<file path="config.mk">
export PLATFORM = sky130hd
export DESIGN_NAME = fft_index_gen
export DESIGN_NICKNAME = d
export VERILOG_FILES = /design/src/rtl/fft_pkg.sv /design/src/rtl/fft_index_gen.sv
export SDC_FILE = /design/constraint.sdc
export NUM_CORES = 1
export LEC_CHECK = 0
export CORE_MARGIN = 1
export CORE_UTILIZATION = 58
export CTS_CLUSTER_DIAMETER = 150
export DETAILED_ROUTE_END_ITERATION = 6
export PLACE_DENSITY_LB_ADDON = 0.1
export RECOVER_POWER = 25
export SLEW_MARGIN = 5
export SYNTH_ARGS = -nofsm -noshare
export SYNTH_HDL_FRONTEND = slang
export SYNTH_SLANG_ARGS = --single-unit
</file>
<file path="constraint.sdc">
create_clock -name clk -period 5.2 [get_ports clk]
set_input_delay 1.3 -clock clk [delete_from_list [all_inputs] [get_ports clk]]
set_output_delay 1.3 -clock clk [all_outputs]
set_load 0.02 [all_outputs]
</file>
<file path="src/rtl/fft_pkg.sv">
// Shared FFT definitions for the index generator, mapper and butterfly controller.
//   fft_state_e : sequencer state encoding (IDLE, RUN, GAP, DONE)
//   GAP_W       : width of the inter-stage dead-time counter (covers 0..255)
//   clog2       : ceiling log2, elaboration-time helper
//   num_points  : N = 2^msb
//   stage_w     : stage bus width, nominally msb/2, widened where msb/2 bits cannot hold msb
package fft_pkg;

    typedef enum logic [1:0] {
        ST_IDLE = 2'd0,
        ST_RUN  = 2'd1,
        ST_GAP  = 2'd2,
        ST_DONE = 2'd3
    } fft_state_e;

    localparam int unsigned GAP_W = 8;

    function automatic int unsigned clog2(input int unsigned v);
        int unsigned r;
        r = 0;
        for (int i = 0; i < 32; i++) begin
            if ((64'(1) << i) < 64'(v)) r = 32'(i + 1);
        end
        return r;
    endfunction

    function automatic int unsigned num_points(input int unsigned msb);
        return 32'(1) << msb;
    endfunction

    // msb/2 bits hold msb for msb >= 6; msb = 4 needs 3 bits to represent stage 4.
    function automatic int unsigned stage_w(input int unsigned msb);
        int unsigned half;
        int unsigned need;
        half = msb / 2;
        need = clog2(msb + 1);
        return (half > need) ? half : need;
    endfunction

endpackage

</file>
<file path="src/rtl/fft_index_gen.sv">
// FFT index sequencer: on start, walks stages 1..MSB and indices 0..N-1 per stage,
// presenting (index, stage) pairs under a valid/ready handshake, with an optional
// STAGE_GAP-cycle dead time between stages for the butterfly pipeline to drain.
// Ports:
//   clk, reset_n        : clock, asynchronous active-low reset
//   start, abort        : begin a pass (IDLE only) / synchronous cancel to IDLE
//   idx_valid, idx_ready: output handshake
//   index_out, stage_out: current pair; stage_out reads 0 when idle
//   last_in_stage, last : index N-1 / final pair markers, qualified by idx_valid
//   busy, done          : pass in progress (RUN/GAP) / one-cycle completion pulse
module fft_index_gen
    import fft_pkg::*;
#(
    parameter int unsigned MSB       = 8,
    parameter int unsigned STAGE_GAP = 2
) (
    input  logic                          clk,
    input  logic                          reset_n,
    input  logic                          start,
    input  logic                          abort,
    output logic                          idx_valid,
    input  logic                          idx_ready,
    output logic [MSB-1:0]                index_out,
    output logic [stage_w(MSB)-1:0]       stage_out,
    output logic                          last_in_stage,
    output logic                          last,
    output logic                          busy,
    output logic                          done
);

    localparam int unsigned N  = num_points(MSB);
    localparam int unsigned SW = stage_w(MSB);

    localparam logic [MSB-1:0]   IDX_LAST  = MSB'(N - 1);
    localparam logic [SW-1:0]    STG_LAST  = SW'(MSB);
    localparam logic [SW-1:0]    STG_FIRST = SW'(1);
    localparam logic [GAP_W-1:0] GAP_INIT  = GAP_W'(STAGE_GAP - 1);

    // Elaboration guard on parameter ranges.
    if (MSB < 4 || MSB > 16 || (MSB % 2) != 0) begin : g_bad_msb
        $error("fft_index_gen: MSB must be even and in 4..16");
    end
    if (STAGE_GAP > 255) begin : g_bad_gap
        $error("fft_index_gen: STAGE_GAP must be in 0..255");
    end

    fft_state_e       state_q, state_d;
    logic [MSB-1:0]   index_d;
    logic [SW-1:0]    stage_d;
    logic [GAP_W-1:0] cnt_q, cnt_d;
    logic             valid_d, busy_d, done_d, lis_d, last_d;
    logic             hs;

    // idx_valid is a register, so idx_ready only feeds next-state logic.
    assign hs = idx_valid && idx_ready;

    // Next-state, next-counter and next-output decode.
    always_comb begin
        state_d = state_q;
        index_d = index_out;
        stage_d = stage_out;
        cnt_d   = cnt_q;

        if (abort) begin
            state_d = ST_IDLE;
            index_d = '0;
            stage_d = '0;
            cnt_d   = '0;
        end else begin
            unique case (state_q)
                ST_IDLE: begin
                    index_d = '0;
                    stage_d = '0;
                    if (start) begin
                        state_d = ST_RUN;
                        stage_d = STG_FIRST;
                    end
                end
                ST_RUN: begin
                    if (hs) begin
                        if (index_out != IDX_LAST) begin
                            index_d = MSB'(index_out + MSB'(1));
                        end else if (stage_out == STG_LAST) begin
                            state_d = ST_DONE;
                        end else if (STAGE_GAP == 0) begin
                            index_d = '0;
                            stage_d = SW'(stage_out + SW'(1));
                        end else begin
                            state_d = ST_GAP;
                            cnt_d   = GAP_INIT;
                        end
                    end
                end
                ST_GAP: begin
                    if (cnt_q == '0) begin
                        state_d = ST_RUN;
                        index_d = '0;
                        stage_d = SW'(stage_out + SW'(1));
                    end else begin
                        cnt_d = GAP_W'(cnt_q - GAP_W'(1));
                    end
                end
                ST_DONE: begin
                    state_d = ST_IDLE;
                    index_d = '0;
                    stage_d = '0;
                end
                default: begin
                    state_d = ST_IDLE;
                    index_d = '0;
                    stage_d = '0;
                    cnt_d   = '0;
                end
            endcase
        end

        valid_d = (state_d == ST_RUN);
        busy_d  = (state_d == ST_RUN) || (state_d == ST_GAP);
        done_d  = (state_d == ST_DONE);
        lis_d   = valid_d && (index_d == IDX_LAST);
        last_d  = lis_d && (stage_d == STG_LAST);
    end

    // State and gap counter.
    always_ff @(posedge clk or negedge reset_n) begin
        if (!reset_n) begin
            state_q <= ST_IDLE;
            cnt_q   <= '0;
        end else begin
            state_q <= state_d;
            cnt_q   <= cnt_d;
        end
    end

    // Registered outputs.
    always_ff @(posedge clk or negedge reset_n) begin
        if (!reset_n) begin
            index_out     <= '0;
            stage_out     <= '0;
            idx_valid     <= 1'b0;
            last_in_stage <= 1'b0;
            last          <= 1'b0;
            busy          <= 1'b0;
            done          <= 1'b0;
        end else begin
            index_out     <= index_d;
            stage_out     <= stage_d;
            idx_valid     <= valid_d;
            last_in_stage <= lis_d;
            last          <= last_d;
            busy          <= busy_d;
            done          <= done_d;
        end
    end

endmodule

</file>
==> results.toml <==
[cells_and_area]
nets = 211
regArea_um2 = 676
n_fill_cell = 191
drive_gt1_frac = 0.0653
multi_input_area_um2 = 846
syn_to_final_growth_pct = 15.6
stdcell_count = 229
diodes = 0

[power_and_ir_drop]
combPwrFrac = 0.105
power_per_cell_area_nw_per_um2 = 188
seq_power_share = 0.625
p_leak_nw = 0.752
ir_worst_vdd_v = 0.000163
p_sw_frac = 0.258
p_sw_mw = 0.0890
power.internal_mw = 0.256
clkPwrFrac = 0.270

[logic_synthesis]
ys_ff_latch = 27
synth_common_cells = "dfrtp_1, nor2_1, o21ai_0"
yosysWarnings = 0
async_flop_share = 1.00
synth_top_area_share = 0.425
ys_seq_area_frac = 0.425
synth_nets = 189
synth_edf_count = 0
yosysTopAreaCell = "dfrtp_1"
synthCells = 178
synthesis.area_um2 = 1590
synthFlopType = "dfrtp_1"
post-synth-top-count-cell = "dfrtp_1"
syn_avg_cell_area_um2 = 8.94
synthTopCellsByArea = "dfrtp_1, nor2_1, ha_1"
yosys.cell_types.count = 49

[hold_path]
hp-class = "flip-flop to flip-flop"
hp-start = "cnt_q[1]$_DFFE_PN0P_"

[detailed_routing]
ant_nets = 0
drt-initial-drc-count = 95
vias = 1540
drc = 0
firstDrtPassIters = 5
wl_per_cell_um = 16.5
drt-vias-per-instance = 6.72
drt-total-wl_mm = 3.78

[sta]
period_minus_slack_ns = 3.25
drv_slew = 0
finClkSkew_ns = 0.00706
setup_viol_count_final = 0
worst_slack_ns = 1.95
hold_viol_final = 0
rsz0062_at_grt = "no"
min_period_over_period = 0.626
clock.fmax_mhz = 307
slew_headroom = 0.0391
fin_tns_setup_ns = 0
worst_pin_slew_ns = 1.44

[global_route]
grt_pass1_vias = 1360
track_usage = 0.300
overflow = 0
grt_max_degree = 28
antenna_found_initial = 0
grt_pass1_wl_mm = 6.31

[cts]
cts-hold-fix-buffers = 0
path_clk_slew_ns = 0.14
ctsResizeCount = 0
cts_buffers = 3
cts_buffer_depth = 2
ctsHtreeMaxLevel = 1
root_buffer = "clkbuf_4"
clock_sinks = 27
cts_tree = "built"
postCtsSetupRepairBufs = 0
worst_skew_pair.late_latency_ns = 0.33

[worst_setup_path]
startpoint_type = "primary input"
cp.required_ns = 5.45
worst_ep_arrival_time_ns = 3.50
r2r_start = "cnt_q[0]$_DFFE_PN0P_"
worst-path-max-fanout = 15
startpoint = "abort"
criticalPathCategory = "primary input to flip-flop"
crit_path_end_kind = "flip-flop"

[floorplan]
fp.dieArea_um2 = 2960
rows = 18
die_y_um = 54.4
fp.dieW_um = 54.4
io_pins = 22
initial_core_util = 0.625
coreArea_um2 = 2540

[place]
portBuffers = 21
pre_cts_ws_ns = 1.61
dp.cells = 225
gp_congestion = 0.954
dp_hpwl_mm = 2.82

[run_status]
status = "finished clean"

[job]
drv_cap = 0
power groups by stage:
stage / clock [mW] / combinational (mW) / sequential, mW
final: 0.0932 / 0.0362 / 0.216
after global routing: 0.102 / 0.0400 / 0.216
after CTS: 0.0955 / 0.0366 / 0.216
after detailed placement: 0 / 0.0364 / 0.220
after global placement: 0 / 0.0358 / 0.219
after floorplan: 0 / 0.0170 / 0.222
state kept, by name (all words and copies together) (netlist names):
signal         flops
index_out          8
last_in_stage      1
last               1
cnt_q              8
stage_out          4
idx_valid          1
done               1
state_q            2
busy               1
placed cells by master, fill, tap and decap left out, types with 2 or more instances in the layout:
cell type        Yosys  final
nand2_1             12     12
nand2b_1             2      2
a211oi_1             2      2
a21oi_1             13     13
and3_1               2      2
o41ai_1              2      2
o21ai_1              2      2
clkdlybuf4s50_1      0     20
nand4_1              3      3
and4_1               3      3
nor2_1              24     24
clkbuf_4             0      3
ha_1                 6      6
o21ai_0             15     15
inv_1               11     11
a21o_1               2      2
clkbuf_1             2      2
a32oi_1              2      2
and2_1               2      2
dfrtp_1             27     27
nor3_1               4      4
a31oi_1              4      4
nand3_1              7      7
nand3b_1             2      2
mux2i_1              2      2
cells by family after synthesis:
group | share of synthesized area
AO/OA/AOI/OAI | 0.198
XOR/XNOR | 0.0110
flip-flops | 0.425
adder cells (fa/ha/maj) | 0.0472
buffers and inverters | 0.0440
multiplexers | 0.0126
AND/OR/NAND/NOR | 0.263
worst max-delay path, stage by stage:
cell and delay [ns]:
clkdlybuf4s50_1 0.71, nor3b_2 0.46, o21ai_2 0.17, nor2b_1 0.19
a311oi_1 0.28, nand4b_1 0.17, nor4_2 0.22
layout make-up:
cell class	count	area share
multi-input combinational	135	0.460
sequential	27	0.367
timing repair buffer	22	0.116
inverter	11	0.0224
tap	30	0.0204
clock buffer	4	0.0143
layer usage:
metal	global-route usage	routed length, um
met5	0	0
met4	0.103	85
met3	0.0417	404
met2	0.467	1720
met1	0.426	1570
metrics by stage:
stage | hold WS (ns) | utilization | area [um2] | total power, mW
after CTS | 0.567 | 0.725 | 1840 | 0.348
final | 0.562 | 0.723 | 1840 | 0.345
after detailed placement | 0.535 | 0.714 | 1820 | 0.256
after floorplan | 0.488 | - | 1590 | 0.239
after global routing | 0.622 | 0.723 | 1840 | 0.359
after global placement | 0.535 | 0.714 | 1820 | 0.255
final timing paths:
check / slack [ns] / end / cells past startpoint
max: 1.95 / last$_DFF_PN0_ / 7
min: 0.56 / cnt_q[1]$_DFFE_PN0P_ / 2
max reg2reg: 2.26 / last$_DFF_PN0_ / 12
min reg2reg: 0.56 / cnt_q[1]$_DFFE_PN0P_ / 2
max in group asynchronous: 2.55 / last_in_stage$_DFF_PN0_ / 2
min in group asynchronous: 1.82 / index_out[5]$_DFF_PN0_ / 2
No activity file was read; power rests on OpenSTA's default activity.
==> patch, RTL diff (same flow settings) <==
The 4 states of `fft_state_e` get a one-hot encoding in 4 bits.
--- a/src/rtl/fft_pkg.sv
+++ b/src/rtl/fft_pkg.sv
@@ -8,7 +8,7 @@
 
-    typedef enum logic [1:0] {
-        ST_IDLE = 2'd0,
-        ST_RUN  = 2'd1,
-        ST_GAP  = 2'd2,
-        ST_DONE = 2'd3
+    typedef enum logic [3:0] {
+        ST_IDLE = 4'b0001,
+        ST_RUN  = 4'b0010,
+        ST_GAP  = 4'b0100,
+        ST_DONE = 4'b1000
     } fft_state_e;
Check against the original RTL: same outputs for any inputs over 10 cycles, from zero or initial values and one cycle with reset_n low; not proved beyond that.
==> patch against the unedited design <==
- sequential cell count increased by 2
- setup slack improved by 12 ps
- routed wire length grew 16%
- the run now ends with design-rule violations, max-capacitance violations, max-slew violations left
- total power increased by 25%
- largest power group unchanged
- maximum frequency increased by 0.37%
- combinational power up 7.5%
- hold slack lost 7.6 ps
- clock power grew 70%
- design area rose by 13%
- highest routed layer unchanged
- area after synthesis increased by 13%
==> patch: results (changes against the unedited design) <==
* Status: finished, violations left (was complete, no violations)
* Failing checks: design-rule violations, max-capacitance violations, max-slew violations
* Synth area leaders: dfrtp_1 (39%), o21ai_0 (5.3%), a21oi_1 (4.4%) (was dfrtp_1 (42%), nor2_1 (5.7%), ha_1 (4.7%))
* Post-synthesis net count at 209 (was 189)
* Max-cap viol count at 1 (was 0)
* Drt pass-1 iters at 6 (was 5)
* Top Registers: cnt_q: 8 flops, index_out: 8 flops (was cnt_q: 8 flops, index_out: 8 flops, stage_out: 4 flops)
* DR WL met2 at 2156 um (was 1721 um)
* Metal3 WL at 255 um (was 404 um)
* FF-to-FF path depth at 8 (was 12)
* Crit-path max cell delay at 770 ps (was 710 ps)
* Number of global-route vias before repair at 1585 (was 1360)
* Share of layout cells above drive strength 1 at 10.81% (was 6.533%)
* Tightest hold margin at 554.7 ps (was 562.3 ps)
* Total Nets Final at 230 (was 211)
* Final routed DRC violation total at 1 (was 0)
* Routability Congestion at 0.8652 (was 0.9540)
* Syn Inst Count at 200 (was 178)
* Largest net degree at the start of global routing at 30 (was 28)
* Min Tclk post-route at 3242 ps (was 3254 ps)
* First-pass GRT wire length at 7541 um (was 6306 um)
* Num CTS Buffers at 5 (was 3)
* Count of pins over their slew limit at 30 (was 0)
* Peak supply drop at 175.0 uV (was 163.3 uV)
* CP max FO at 19 (was 15)
* Worst slack at placement at 1669 ps (was 1613 ps)
* Unique masters post-synth at 51 (was 49)
* Commonest cells post-synth: dfrtp_1 (28), nor2_1 (21), o21ai_0 (19), a21oi_1 (16), nand2_1 (15) (was dfrtp_1 (27), nor2_1 (24), o21ai_0 (15), a21oi_1 (13), nand2_1 (12))
patch: cell types whose count changed after synthesis, sizes merged, moves of 3 or more:
cell    change
inv         -4
o21ai       +3
a311oi      +3
nor4b       +7
or3         +3
nor3        +7
clkbuf      +3
a21oi       +4
nand2       +3
patch: kinds of logic (layout without fill, tap and decap cells):
| group | after synthesis | count (layout) | share of synthesized area, % |
|---|---|---|---|
| AOI/OAI and AO/OA | 63 | 63 | 22.55 |
| xor gates and xnor gates | 1 | 1 | 0.4859 |
| adders and majority gates | 4 | 4 | 2.776 |
| buffers and inverters | 15 | 37 | 4.024 |
| DFF | 29 | 29 | 40.32 |
| and+or+nand+nor | 88 | 88 | 29.84 |
patch: final cells by class:
type / instances / area, um^2
clock inverter: 1 / 5.005
timing repair buffer: 22 / 214.0
inverter: 7 / 26.28
tap: 31 / 38.79
clock buffer: 7 / 65.06
fill: 231 / 773.2
sequential: 29 / 726.9
multi-input combinational: 156 / 1003
